==> src/rtl/cache_mem_arbiter.sv <==
// ---------------------------------------------------------------------------
// cache_mem_arbiter
//
// Purpose:
//   Shares the single main-memory port between the I-cache refill engine and
//   the D-cache refill/writeback engine. One requester owns the port at a time
//   and the arbiter sequences a BLOCK_WORDS-beat burst, advancing one beat per
//   MemAck. Read beats are steered to the granted cache with zero latency, and
//   write-data pops (DWReady) are returned to the D-cache. A one-cycle IDLE gap
//   always separates consecutive bursts.
//
// Configuration macro:
//   ARB_RR_EN  defined   -> round-robin tie-break. A last-granted flag resets
//                           to D, so the first tie after reset goes to I.
//              undefined -> fixed priority. The D-cache always wins a tie.
//
// Parameters:
//   ADDR_W       address width
//   DATA_W       data width
//   BLOCK_WORDS  beats per burst (power of two, >= 2)
//
// Ports:
//   CLK, ResetN            clock (rising edge), asynchronous active-low reset
//   IReq, IAddr            I-cache burst request and block address
//   IRData, IRValid, IDone I-cache read beat, beat valid, last beat done
//   DReq, DWe, DAddr       D-cache burst request, writeback flag, block address
//   DWData, DWReady        D-cache write beat and its accept pulse
//   DRData, DRValid, DDone D-cache read beat, beat valid, last beat done
//   MemReq, MemWe          memory beat request and write flag
//   MemAddr, MemWData      memory beat word address and write data
//   MemRData, MemAck       memory read data and beat acknowledge
//   Grant                  {D,I} one-hot owner, 00 when idle
//   Busy                   a burst is in progress
// ---------------------------------------------------------------------------
module cache_mem_arbiter #(
  parameter int ADDR_W      = 32,
  parameter int DATA_W      = 32,
  parameter int BLOCK_WORDS = 4
) (
  input  logic              CLK,
  input  logic              ResetN,
  input  logic              IReq,
  input  logic [ADDR_W-1:0] IAddr,
  output logic [DATA_W-1:0] IRData,
  output logic              IRValid,
  output logic              IDone,
  input  logic              DReq,
  input  logic              DWe,
  input  logic [ADDR_W-1:0] DAddr,
  input  logic [DATA_W-1:0] DWData,
  output logic              DWReady,
  output logic [DATA_W-1:0] DRData,
  output logic              DRValid,
  output logic              DDone,
  output logic              MemReq,
  output logic              MemWe,
  output logic [ADDR_W-1:0] MemAddr,
  output logic [DATA_W-1:0] MemWData,
  input  logic [DATA_W-1:0] MemRData,
  input  logic              MemAck,
  output logic [1:0]        Grant,
  output logic              Busy
);

  localparam int BEAT_W = $clog2(BLOCK_WORDS);
  // Block offset in bytes: beat index plus the 2-bit byte-in-word field.
  localparam int OFF_W  = BEAT_W + 2;
  localparam logic [BEAT_W-1:0] LAST_BEAT = BEAT_W'(BLOCK_WORDS - 1);

  typedef enum logic [1:0] {
    ST_IDLE    = 2'd0,
    ST_GRANT_I = 2'd1,
    ST_GRANT_D = 2'd2
  } state_e;

  state_e            state_q;
  logic [BEAT_W-1:0] beat_q;
  logic              mem_req_q;
  logic              mem_we_q;
  logic [ADDR_W-1:0] mem_addr_q;
  logic [1:0]        grant_q;
  logic              busy_q;

  logic              pick_i_s;
  logic              pick_d_s;
  logic              granted_i_s;
  logic              granted_d_s;
  logic              last_beat_s;
  logic [BEAT_W-1:0] beat_n_s;

  // Block-offset address bits carry no information for a block-aligned burst.
  logic              unused_addr_bits_s;
  assign unused_addr_bits_s = ^{IAddr[OFF_W-1:0], DAddr[OFF_W-1:0]};

`ifdef ARB_RR_EN
  logic              last_d_q;

  // Last-granted side for the round-robin tie-break; resets to D so I wins the first tie.
  always_ff @(posedge CLK or negedge ResetN) begin
    if (!ResetN) begin
      last_d_q <= 1'b1;
    end else if ((state_q == ST_IDLE) && pick_i_s) begin
      last_d_q <= 1'b0;
    end else if ((state_q == ST_IDLE) && pick_d_s) begin
      last_d_q <= 1'b1;
    end else begin
      last_d_q <= last_d_q;
    end
  end
`endif

  // Request selection, only acted upon while the arbiter is IDLE.
  always_comb begin
    pick_i_s = 1'b0;
    pick_d_s = 1'b0;
    if (IReq && DReq) begin
`ifdef ARB_RR_EN
      if (last_d_q) begin
        pick_i_s = 1'b1;
      end else begin
        pick_d_s = 1'b1;
      end
`else
      pick_d_s = 1'b1;
`endif
    end else if (IReq) begin
      pick_i_s = 1'b1;
    end else if (DReq) begin
      pick_d_s = 1'b1;
    end else begin
      pick_i_s = 1'b0;
      pick_d_s = 1'b0;
    end
  end

  assign last_beat_s = (beat_q == LAST_BEAT);
  assign beat_n_s    = beat_q + BEAT_W'(1'b1);

  // Arbitration FSM with registered port-side outputs (MemReq/MemWe/MemAddr/Grant/Busy).
  always_ff @(posedge CLK or negedge ResetN) begin
    if (!ResetN) begin
      state_q    <= ST_IDLE;
      beat_q     <= {BEAT_W{1'b0}};
      mem_req_q  <= 1'b0;
      mem_we_q   <= 1'b0;
      mem_addr_q <= {ADDR_W{1'b0}};
      grant_q    <= 2'b00;
      busy_q     <= 1'b0;
    end else begin
      case (state_q)
        ST_IDLE: begin
          beat_q <= {BEAT_W{1'b0}};
          if (pick_d_s) begin
            state_q    <= ST_GRANT_D;
            mem_req_q  <= 1'b1;
            mem_we_q   <= DWe;
            mem_addr_q <= {DAddr[ADDR_W-1:OFF_W], {OFF_W{1'b0}}};
            grant_q    <= 2'b10;
            busy_q     <= 1'b1;
          end else if (pick_i_s) begin
            state_q    <= ST_GRANT_I;
            mem_req_q  <= 1'b1;
            mem_we_q   <= 1'b0;
            mem_addr_q <= {IAddr[ADDR_W-1:OFF_W], {OFF_W{1'b0}}};
            grant_q    <= 2'b01;
            busy_q     <= 1'b1;
          end else begin
            state_q    <= ST_IDLE;
          end
        end
        ST_GRANT_I, ST_GRANT_D: begin
          // Without MemAck everything holds; the beat is simply re-presented.
          if (MemAck) begin
            beat_q <= beat_n_s;  // wraps to 0 after the last beat
            if (last_beat_s) begin
              state_q    <= ST_IDLE;
              mem_req_q  <= 1'b0;
              mem_we_q   <= 1'b0;
              mem_addr_q <= {ADDR_W{1'b0}};
              grant_q    <= 2'b00;
              busy_q     <= 1'b0;
            end else begin
              mem_addr_q <= {mem_addr_q[ADDR_W-1:OFF_W], beat_n_s, 2'b00};
            end
          end
        end
        default: begin
          state_q    <= ST_IDLE;
          beat_q     <= {BEAT_W{1'b0}};
          mem_req_q  <= 1'b0;
          mem_we_q   <= 1'b0;
          mem_addr_q <= {ADDR_W{1'b0}};
          grant_q    <= 2'b00;
          busy_q     <= 1'b0;
        end
      endcase
    end
  end

  assign granted_i_s = (state_q == ST_GRANT_I);
  assign granted_d_s = (state_q == ST_GRANT_D);

  assign MemReq   = mem_req_q;
  assign MemWe    = mem_we_q;
  assign MemAddr  = mem_addr_q;
  assign Grant    = grant_q;
  assign Busy     = busy_q;

  // Write data is a straight pass-through while a burst owns the port.
  assign MemWData = (state_q != ST_IDLE) ? DWData : {DATA_W{1'b0}};

  // Beat responses are combinational from MemAck so read data has zero latency.
  assign IRValid  = granted_i_s & MemAck;
  assign IRData   = IRValid ? MemRData : {DATA_W{1'b0}};
  assign IDone    = granted_i_s & MemAck & last_beat_s;

  assign DRValid  = granted_d_s & ~mem_we_q & MemAck;
  assign DRData   = DRValid ? MemRData : {DATA_W{1'b0}};
  assign DWReady  = granted_d_s & mem_we_q & MemAck;
  assign DDone    = granted_d_s & MemAck & last_beat_s;

endmodule

==> config.mk <==
export PLATFORM = sky130hd
export DESIGN_NAME = cache_mem_arbiter
export DESIGN_NICKNAME = d
export VERILOG_FILES = /design/src/rtl/cache_mem_arbiter.sv
export SDC_FILE = /design/constraint.sdc
export NUM_CORES = 1
export LEC_CHECK = 0
export ABC_AREA = 1
export CAP_MARGIN = 20
export CORE_AREA = 2 2 105 107
export DETAILED_ROUTE_END_ITERATION = 8
export DIE_AREA = 0 0 107 109
export PLACE_DENSITY_LB_ADDON = 0.12
export SYNTH_ARGS = -nofsm -noshare
export SYNTH_HDL_FRONTEND = slang
export SYNTH_SLANG_ARGS = --single-unit
==> constraint.sdc <==
create_clock -name CLK -period 2.2 [get_ports CLK]
set_clock_uncertainty 0.2 [all_clocks]
set_input_delay 0.33 -clock CLK [delete_from_list [all_inputs] [get_ports CLK]]
set_output_delay 0.33 -clock CLK [all_outputs]
set_load 0.02 [all_outputs]
==> flow_summary.html, run 1 <==
<table>
<tr><th>Metric</th><th>Value</th></tr>
<tr><th colspan="2">Layout</th></tr>
<tr><td>Top library cells by usage in the layout, fill and taps aside</td><td>clkdlybuf4s50_1 (159), nand2_1 (107), nor2_1 (94)</td></tr>
<tr><td>Layout filler cell count</td><td>1082</td></tr>
<tr><td>Post-route standard cell area excluding fillers</td><td>5393 µm²</td></tr>
<tr><td>Final Net Count</td><td>863</td></tr>
<tr><td>Most common library cell in the layout ignoring fill and taps</td><td>clkdlybuf4s50_1</td></tr>
<tr><td>Fraction of layout cells with a size suffix above 1</td><td>20.55%</td></tr>
<tr><td>Area growth from synthesis to final layout</td><td>91.73%</td></tr>
<tr><th colspan="2">Yosys</th></tr>
<tr><td>Share of synthesized cell area in and, or, nand and nor gates</td><td>39.86%</td></tr>
<tr><td>Number of warnings reported in the yosys synthesis log</td><td>0</td></tr>
<tr><td>Combinational family with the most area after synthesis</td><td>simple AND/OR/NAND/NOR gates</td></tr>
<tr><td>Register bit total from synthesis</td><td>38</td></tr>
<tr><td>Post-synthesis average cell area</td><td>6.101 µm²</td></tr>
<tr><td>Synth area leaders</td><td>dfrtp_1 (34%), nand2_1 (15%), nor2_1 (13%), nand3_1 (10%), inv_1 (9.7%)</td></tr>
<tr><td>Adder and majority gate portion of the synthesized area</td><td>2.224%</td></tr>
<tr><td>Top-area cell type share of the netlist area</td><td>33.81%</td></tr>
<tr><td>Cell accounting for the most synthesized area</td><td>dfrtp_1</td></tr>
<tr><td>Proportion of synthesized area in mux cells</td><td>0%</td></tr>
<tr><td>Number of cells produced by synthesis</td><td>461</td></tr>
<tr><td>Fraction of the mapped netlist area in compound gates</td><td>5.694%</td></tr>
<tr><td>Register area share after synthesis</td><td>33.81%</td></tr>
<tr><td>Library cells used by synthesis</td><td>19</td></tr>
<tr><td>Synthesized-area fraction occupied by xor and xnor cells</td><td>0%</td></tr>
<tr><td>Cell Area, Synth</td><td>2813 µm²</td></tr>
<tr><th colspan="2">Placed design</th></tr>
<tr><td>Placed wire-length estimate</td><td>9718 µm</td></tr>
<tr><td>Area of placed instances</td><td>5550 µm²</td></tr>
<tr><td>Port bufs</td><td>261</td></tr>
<tr><td>Worst-case setup slack after placement</td><td>-0.4129 ns</td></tr>
<tr><td>Weighted congestion reported at the end of routability-driven placement</td><td>0.8115</td></tr>
<tr><th colspan="2">Timing</th></tr>
<tr><td>Worst path setup slack after routing</td><td>0.06610 ns</td></tr>
<tr><td>Share of the clock period used by the worst path after layout</td><td>97.00%</td></tr>
<tr><td>Final critical-path required period</td><td>2.134 ns</td></tr>
<tr><td>RSZ-0062 raised after global routing</td><td>true</td></tr>
<tr><td>Max-Slew Margin vs Limit</td><td>61.75%</td></tr>
<tr><td>Worst-margin pin slew</td><td>0.5737 ns</td></tr>
<tr><td>WHS</td><td>0.2751 ns</td></tr>
<tr><td>Number of endpoints with negative hold slack in the final report</td><td>0</td></tr>
<tr><td>Max Clock Freq</td><td>0.4686 GHz</td></tr>
<tr><td>Final setup fails</td><td>0</td></tr>
<tr><td>Final-report max-slew violation count</td><td>0</td></tr>
<tr><th colspan="2">Critical path</th></tr>
<tr><td>Crit-path cells</td><td>inv_2, ha_2, nand2_2, nor2_4, buf_12, clkinv_8, nor2_1, buf_4</td></tr>
<tr><td>Crit path max fanout</td><td>16</td></tr>
<tr><td>Worst path top cell family by delay</td><td>buffers and inverters</td></tr>
<tr><td>Worst Setup Path Type</td><td>flop to primary output</td></tr>
<tr><td>Kind of end point of the critical path</td><td>primary output</td></tr>
<tr><td>Master of the slowest instance on the critical path</td><td>dfrtp_1</td></tr>
<tr><td>Arr. time, crit path</td><td>1.60 ns</td></tr>
<tr><td>Buffers and inverters on the worst path</td><td>4</td></tr>
<tr><td>CP peak stage delay</td><td>0.39 ns</td></tr>
<tr><td>Required time worst endpoint</td><td>1.67 ns</td></tr>
<tr><td>CP Launch Type</td><td>flop</td></tr>
<tr><th colspan="2">Pwr</th></tr>
<tr><td>Lkg Pwr</td><td>2.932 nW</td></tr>
<tr><td>Pwr/cell area</td><td>1031 nW/µm²</td></tr>
<tr><td>Worst voltage drop across the vdd grid</td><td>513.3 µV</td></tr>
<tr><th colspan="2">Die</th></tr>
<tr><td>Full die area</td><td>11660 µm²</td></tr>
<tr><td>Number of I/O pins</td><td>272</td></tr>
<tr><td>Site row count</td><td>38</td></tr>
<tr><td>DIE HEIGHT</td><td>109 µm</td></tr>
<tr><td>Starting utilization of the core area</td><td>26.53%</td></tr>
<tr><td>Floorplan die width</td><td>107 µm</td></tr>
<tr><td>Core footprint</td><td>10600 µm²</td></tr>
<tr><th colspan="2">Global routing</th></tr>
<tr><td>Antenna violations before repair</td><td>2</td></tr>
<tr><td>First-pass GRT wire length</td><td>18810 µm</td></tr>
<tr><td>Grt ovf</td><td>0</td></tr>
<tr><td>Maximum number of pins on one net before global-route repair</td><td>39</td></tr>
<tr><td>Vias in the first global route</td><td>3477</td></tr>
<tr><td>All-layer global routing usage</td><td>20.51%</td></tr>
<tr><th colspan="2">Clocking</th></tr>
<tr><td>Clock latency reported for the late side of the worst-skew pair</td><td>0.29 ns</td></tr>
<tr><td>Register clock-pin slew on the reported worst setup and hold paths</td><td>0.07 ns</td></tr>
<tr><td>Root buffer selected by CTS</td><td>clkbuf_8</td></tr>
<tr><td>Clock tree from TritonCTS</td><td>built</td></tr>
<tr><td>Inserted Clock Buffers</td><td>5</td></tr>
<tr><td>Clock Tree Buf Depth</td><td>2</td></tr>
<tr><td>Clock sinks</td><td>38</td></tr>
<tr><td>H-tree lvl count</td><td>2</td></tr>
<tr><th colspan="2">Detailed routing</th></tr>
<tr><td>Total Wirelength</td><td>12750 µm</td></tr>
<tr><td>Violation count after the first detailed-routing iteration</td><td>206</td></tr>
<tr><td>Detailed-route wire length per cell</td><td>14.73 µm</td></tr>
<tr><td>Length of the first detailed-routing pass in iterations</td><td>4</td></tr>
<tr><td>Detailed-route via count</td><td>3756</td></tr>
<tr><td>DRC Markers</td><td>0</td></tr>
<tr><td>Ratio of routed vias to standard cells</td><td>4.337</td></tr>
<tr><td>Antenna Violating Nets Remaining</td><td>0</td></tr>
<tr><th colspan="2">Hold path</th></tr>
<tr><td>Classification of the worst-slack hold path</td><td>flop to flop</td></tr>
<tr><th colspan="2">Flow run</th></tr>
<tr><td>Max-cap viol count</td><td>0</td></tr>
<tr><th colspan="2">Status</th></tr>
<tr><td>Result of the run</td><td>finished, final reports clean</td></tr>
</table>
-- cell usage after synthesis (all sizes together) --
cell and instances:
clkbuf 3, nor2 103, nand2 112, nand4 1, ha 5, conb 1, buf 30, inv 78
o21ai 5, nand3 58, dfrtp 38, a21oi 27
-- per-stage QoR --
step / total power, W / setup TNS [ns] / util [%] / std cells
floorplan: 0.003470 / 0 / - / 462
global placement: 0.005147 / -19.56 / 52.35 / 850
detailed placement: 0.005201 / -21.65 / 52.35 / 850
CTS: 0.005652 / -0.2887 / 53.55 / 862
global route: 0.006006 / -0.3371 / 50.86 / 866
finish: 0.005562 / 0 / 50.86 / 866
-- where the power goes --
part / switching [W] / internal, W
Clock: 0.000256 / 0.000252
Combinational: 0.00238 / 0.00155
Sequential: 0.000148 / 0.000971
Total: 0.00278 / 0.00278
-- kinds of logic after synthesis --
| kind of cell | Yosys count |
|---|---|
| adders and majority gates | 5 |
| DFF | 38 |
| other | 1 |
| AOI/OAI and AO/OA | 32 |
| buffers and inverters | 111 |
| and+or+nand+nor | 274 |
-- layer usage --
metal / share of wire, % / GRT usage (%) / vias up / routed length, µm
li1: - / - / 1899 / -
met1: 39 / 22.05 / 1686 / 4922
met2: 51 / 38.49 / 152 / 6469
met3: 8.7 / 6.396 / 17 / 1112
met4: 1.8 / 6.122 / 2 / 234
met5: 0.10 / 0 / - / 13
-- final timing paths --
| check | cells after the start | slack, ns | startpoint | endpoint |
|---|---|---|---|---|
| worst max-delay path | 8 | 0.07 | state_q[0]$_DFFE_PN0P_ | DRData[31] |
| worst min-delay path | 2 | 0.28 | Grant[0]$_DFFE_PN0P_ | Grant[0]$_DFFE_PN0P_ |
| worst max register to register | 11 | 0.20 | state_q[0]$_DFFE_PN0P_ | MemAddr[20]$_DFFE_PN0P_ |
| worst min register to register | 2 | 0.28 | Grant[0]$_DFFE_PN0P_ | Grant[0]$_DFFE_PN0P_ |
| max in group asynchronous | 3 | 1.01 | ResetN | MemAddr[13]$_DFFE_PN0P_ |
| min in group asynchronous | 3 | 0.41 | ResetN | MemAddr[22]$_DFFE_PN0P_ |
-- cell type report --
class,instances,area [µm²],share of cell area [%]
Antenna cell,1,2.502,0.04640
Clock buffer,6,82.58,1.531
Clock inverter,2,12.51,0.2320
Inverter,78,305.3,5.661
Multi-Input combinational cell,314,1395,25.87
Sequential cell,38,950.9,17.63
Tap cell,140,175.2,3.248
Timing Repair Buffer,286,2460,45.61
Timing Repair inverter,1,8.758,0.1624
-- worst min-delay path, cell delays in order (launching register included) --
cell,delay [ns]
dfrtp_1,0.34
nand2_1,0.05
nand2_1,0.05
-- sequential cells by signal (all words and copies together), names as in the netlist --
register / count
MemAddr: 30
Grant: 2
beat_q: 2
state_q: 2
Busy: 1
MemWe: 1
-- repair_timing --
item / 4_1_cts / 5_1_grt
pin swaps: 2 / 1
gates resized for setup: 234 / 145
cloned: 2 / 1
setup buffers: 1 / 2
hold endpoints to repair: 38 / 0
hold buffers: 1 / 0
endpoints found under the setup margin: 101 / 132
No activity file was read; power rests on OpenSTA's default activity.
==> run 2: changes to the inputs <==
--- a/config.mk
+++ b/config.mk
@@ -10,7 +10,7 @@
 export CORE_AREA = 2 2 105 107
 export DETAILED_ROUTE_END_ITERATION = 8
 export DIE_AREA = 0 0 107 109
-export PLACE_DENSITY_LB_ADDON = 0.12
+export PLACE_DENSITY = 0.73
 export SYNTH_ARGS = -nofsm -noshare
 export SYNTH_HDL_FRONTEND = slang
 export SYNTH_SLANG_ARGS = --single-unit
==> run 2 against run 1 <==
Fmax is 1.1% higher. Core utilization fell by 1.1 points. Die area stayed put. Global-route usage is 0.34 points lower. Wire length is 2.3% lower. Clock power rose by 1%. First-iteration DRC count decreased by 7.3%. Largest power group unchanged. Highest routed layer unchanged.
==> flow_summary.html, run 2 (synthesis gave the netlist of run 1 again) <==
<table>
<tr><th>Metric</th><th>Value</th></tr>
<tr><th colspan="2">Critical path</th></tr>
<tr><td>Worst Setup Path Type</td><td>primary input to primary output</td></tr>
<tr><td>Most frequent cell on the critical path</td><td>buf_4</td></tr>
<tr><td>R2R Path Start</td><td>state_q[0]$_DFFE_PN0P_</td></tr>
<tr><td>Endpoint of the worst-slack reg-to-reg timing path</td><td>MemAddr[28]$_DFFE_PN0P_</td></tr>
<tr><td>Worst reg-to-reg setup slack</td><td>0.17 ns</td></tr>
<tr><td>Total number of cells along the worst setup path</td><td>7</td></tr>
<tr><td>Crit-path cells</td><td>clkdlybuf4s50_1, buf_4, nand2_2, buf_6, buf_4, nor2_1, clkbuf_2</td></tr>
<tr><td>Kind of end point of the critical path</td><td>primary output</td></tr>
<tr><td>Crit path max fanout</td><td>8</td></tr>
<tr><td>Arr. time, crit path</td><td>1.58 ns</td></tr>
<tr><td>Buffers and inverters on the worst path</td><td>5</td></tr>
<tr><td>Depth of the worst register-to-register path</td><td>12</td></tr>
<tr><td>Worst path top cell family by delay</td><td>buffers and inverters</td></tr>
<tr><td>Required time worst endpoint</td><td>1.67 ns</td></tr>
<tr><td>CP peak stage delay</td><td>0.49 ns</td></tr>
<tr><td>CP Launch Type</td><td>primary input</td></tr>
<tr><td>Master of the slowest instance on the critical path</td><td>clkdlybuf4s50_1</td></tr>
<tr><th colspan="2">Detailed routing</th></tr>
<tr><td>Total Wirelength</td><td>12470 µm</td></tr>
<tr><td>Antenna Violating Nets Remaining</td><td>0</td></tr>
<tr><td>DRC Markers</td><td>0</td></tr>
<tr><td>Ratio of routed vias to standard cells</td><td>4.314</td></tr>
<tr><td>Violation count after the first detailed-routing iteration</td><td>191</td></tr>
<tr><td>Detailed-route via count</td><td>3719</td></tr>
<tr><td>Length of the first detailed-routing pass in iterations</td><td>4</td></tr>
<tr><td>Detailed-route wire length per cell</td><td>14.46 µm</td></tr>
<tr><th colspan="2">Global routing</th></tr>
<tr><td>All-layer global routing usage</td><td>20.16%</td></tr>
<tr><td>Met1 Usage GRT</td><td>22.12%</td></tr>
<tr><td>Grt ovf</td><td>0</td></tr>
<tr><td>Vias in the first global route</td><td>3492</td></tr>
<tr><td>GRT met3 Usage</td><td>6.455%</td></tr>
<tr><td>Global-route met2 utilization</td><td>36.99%</td></tr>
<tr><td>Maximum number of pins on one net before global-route repair</td><td>39</td></tr>
<tr><td>First-pass GRT wire length</td><td>18230 µm</td></tr>
<tr><td>Busiest grt layer</td><td>met2</td></tr>
<tr><td>Antenna violations before repair</td><td>3</td></tr>
<tr><th colspan="2">Pwr</th></tr>
<tr><td>Worst voltage drop across the vdd grid</td><td>509.7 µV</td></tr>
<tr><td>Switching Fraction</td><td>49.83%</td></tr>
<tr><td>Seq pwr share</td><td>20.5%</td></tr>
<tr><td>Part of the power in combinational logic</td><td>70.2%</td></tr>
<tr><td>Lkg Pwr</td><td>2.892 nW</td></tr>
<tr><td>Net switching power</td><td>0.002756 W</td></tr>
<tr><td>Share of power burned in the clock network</td><td>9.3%</td></tr>
<tr><td>Internal Dissipation</td><td>0.002775 W</td></tr>
<tr><td>Pwr/cell area</td><td>1049 nW/µm²</td></tr>
<tr><th colspan="2">Timing</th></tr>
<tr><td>Worst-margin pin slew</td><td>0.8776 ns</td></tr>
<tr><td>Final setup fails</td><td>0</td></tr>
<tr><td>Number of endpoints with negative hold slack in the final report</td><td>0</td></tr>
<tr><td>Share of the clock period used by the worst path after layout</td><td>95.94%</td></tr>
<tr><td>Max-Slew Margin vs Limit</td><td>41.49%</td></tr>
<tr><td>Max Clock Freq</td><td>0.4738 GHz</td></tr>
<tr><td>Setup TNS</td><td>0 ns</td></tr>
<tr><td>Final critical-path required period</td><td>2.111 ns</td></tr>
<tr><td>Final-report max-slew violation count</td><td>0</td></tr>
<tr><th colspan="2">Die</th></tr>
<tr><td>Number of I/O pins</td><td>272</td></tr>
<tr><td>Floorplan die width</td><td>107 µm</td></tr>
<tr><td>DIE HEIGHT</td><td>109 µm</td></tr>
<tr><td>Site row count</td><td>38</td></tr>
<tr><td>Full die area</td><td>11660 µm²</td></tr>
<tr><td>Starting utilization of the core area</td><td>26.53%</td></tr>
<tr><td>Core footprint</td><td>10600 µm²</td></tr>
<tr><th colspan="2">Layout</th></tr>
<tr><td>Finished Core Util</td><td>49.74%</td></tr>
<tr><td>Post-route standard cell area excluding fillers</td><td>5274 µm²</td></tr>
<tr><td>Number of flip-flops under the largest register name</td><td>30</td></tr>
<tr><td>Combined area of the multi-input logic cells</td><td>1379 µm²</td></tr>
<tr><td>Area of all sequential standard cells</td><td>950.9 µm²</td></tr>
<tr><td>Fraction of layout cells with a size suffix above 1</td><td>20.56%</td></tr>
<tr><td>Layout filler cell count</td><td>1069</td></tr>
<tr><td>Area growth from synthesis to final layout</td><td>87.50%</td></tr>
<tr><td>Most common library cell in the layout ignoring fill and taps</td><td>clkdlybuf4s50_1</td></tr>
<tr><td>Final Net Count</td><td>858</td></tr>
<tr><td>Non-Filler Instances</td><td>862</td></tr>
<tr><td>Top library cells by usage in the layout, fill and taps aside</td><td>clkdlybuf4s50_1 (159), nand2_1 (107), nor2_1 (97)</td></tr>
<tr><th colspan="2">Clocking</th></tr>
<tr><td>Register clock-pin slew on the reported worst setup and hold paths</td><td>0.08 ns</td></tr>
<tr><td>Inserted Clock Buffers</td><td>5</td></tr>
<tr><td>Clock latency reported for the late side of the worst-skew pair</td><td>0.28 ns</td></tr>
<tr><td>Clock tree from TritonCTS</td><td>built</td></tr>
<tr><td>Clock Tree Buf Depth</td><td>2</td></tr>
<tr><td>Root buffer selected by CTS</td><td>clkbuf_8</td></tr>
<tr><td>Clock sinks</td><td>38</td></tr>
<tr><td>H-tree lvl count</td><td>2</td></tr>
<tr><th colspan="2">Placed design</th></tr>
<tr><td>Cell total after placement</td><td>848</td></tr>
<tr><td>Weighted congestion reported at the end of routability-driven placement</td><td>0.8322</td></tr>
<tr><td>Port bufs</td><td>261</td></tr>
<tr><td>Placed wire-length estimate</td><td>9927 µm</td></tr>
<tr><td>Area of placed instances</td><td>5535 µm²</td></tr>
<tr><th colspan="2">Hold path</th></tr>
<tr><td>Cells on Worst Hold Path</td><td>2</td></tr>
<tr><td>Start point of the worst hold path</td><td>Grant[0]$_DFFE_PN0P_</td></tr>
<tr><td>End point of the worst hold path</td><td>Grant[0]$_DFFE_PN0P_</td></tr>
<tr><td>Classification of the worst-slack hold path</td><td>flop to flop</td></tr>
<tr><th colspan="2">Status</th></tr>
<tr><td>Result of the run</td><td>finished, final reports clean</td></tr>
<tr><th colspan="2">Flow run</th></tr>
<tr><td>Max-cap viol count</td><td>0</td></tr>
</table>
==> run 2: cell types whose count changed in the layout (fill, tap and decap cells not counted), sizes merged <==
| cell | before | now |
|---|---|---|
| clkbuf | 41 | 62 |
| buf | 81 | 64 |
| clkdlybuf4s15 | 9 | 2 |
| clkinv | 2 | 1 |
| diode | 1 | 2 |
| nor2 | 104 | 103 |
==> run 2: how the worst max path moves through the flow <==
stage                                 startpoint         end  slack, ns
after CTS                 state_q[0]$_DFFE_PN0P_  IRData[21]      -0.02
after floorplan           state_q[0]$_DFFE_PN0P_  DRData[10]       0.09
after global placement                    MemAck  DRData[26]      -0.35
final                                     MemAck  IRData[29]       0.09
after detailed placement                  MemAck  DRData[29]      -0.44
after global routing      state_q[0]$_DFFE_PN0P_  DRData[29]     -0.008
==> run 2: through the flow <==
step           hold slack (ns)  total power (W)  worst slack (ns)
2_1_floorplan          -0.1656         0.003470           0.09450
3_3_place_gp            0.2583         0.005139           -0.3496
3_5_place_dp            0.2664         0.005201           -0.4394
4_1_cts                 0.2876         0.005544          -0.02104
5_1_grt                 0.3133         0.005959         -0.008058
6_report                0.2790         0.005531           0.08926
==> run 2: timing repair <==
action,CTS,global route
endpoints found under the setup margin,99,130
cloned,0,1
setup buffers,0,2
endpoints found under the hold margin,38,0
pin swaps,1,1
hold buffers,1,0
gates resized for setup,245,120
==> run 2: power groups by stage <==
| stage | logic, W | registers [W] | clock network (W) |
|---|---|---|---|
| after CTS | 0.00387 | 0.00113 | 0.000538 |
| after floorplan | 0.00207 | 0.00140 | 0 |
| after detailed placement | 0.00406 | 0.00114 | 0 |
| after global placement | 0.00401 | 0.00113 | 0 |
| final | 0.00388 | 0.00113 | 0.000514 |
| after global routing | 0.00424 | 0.00116 | 0.000559 |
==> run 2: per-layer routing <==
metal,vias up,wire length [µm]
met3,20,1133
met4,2,299
met2,157,6217
met1,1655,4801
met5,-,12
li1,1885,-
==> run 2: layout make-up <==
type | instances | share of cell area [%]
Antenna cell | 2 | 0.09490
Clock buffer | 6 | 1.566
Clock inverter | 2 | 0.2372
Inverter | 78 | 5.694
Multi-Input combinational cell | 313 | 26.14
Sequential cell | 38 | 18.03
Tap cell | 140 | 3.321
Timing Repair Buffer | 283 | 44.91
==> run 2: worst reg2reg max path, stage by stage, from the launching register on <==
cell	delay, ns
dfrtp_1	0.39
inv_1	0.08
buf_4	0.10
ha_2	0.18
buf_12	0.19
buf_6	0.15
inv_2	0.04
nor2_4	0.10
nand2_1	0.12
nand2_2	0.14
buf_8	0.16
nand2_1	0.06
nand2_1	0.07
==> run 3: changes to the inputs <==
--- a/config.mk
+++ b/config.mk
@@ -8,6 +8,7 @@
 export ABC_AREA = 1
 export CAP_MARGIN = 20
 export CORE_AREA = 2 2 105 107
+export CTS_CLUSTER_DIAMETER = 80
 export DETAILED_ROUTE_END_ITERATION = 8
 export DIE_AREA = 0 0 107 109
 export PLACE_DENSITY = 0.73
==> results of run 3 <==
No change in the layout: final DEF, timing and power equal those of run 2.
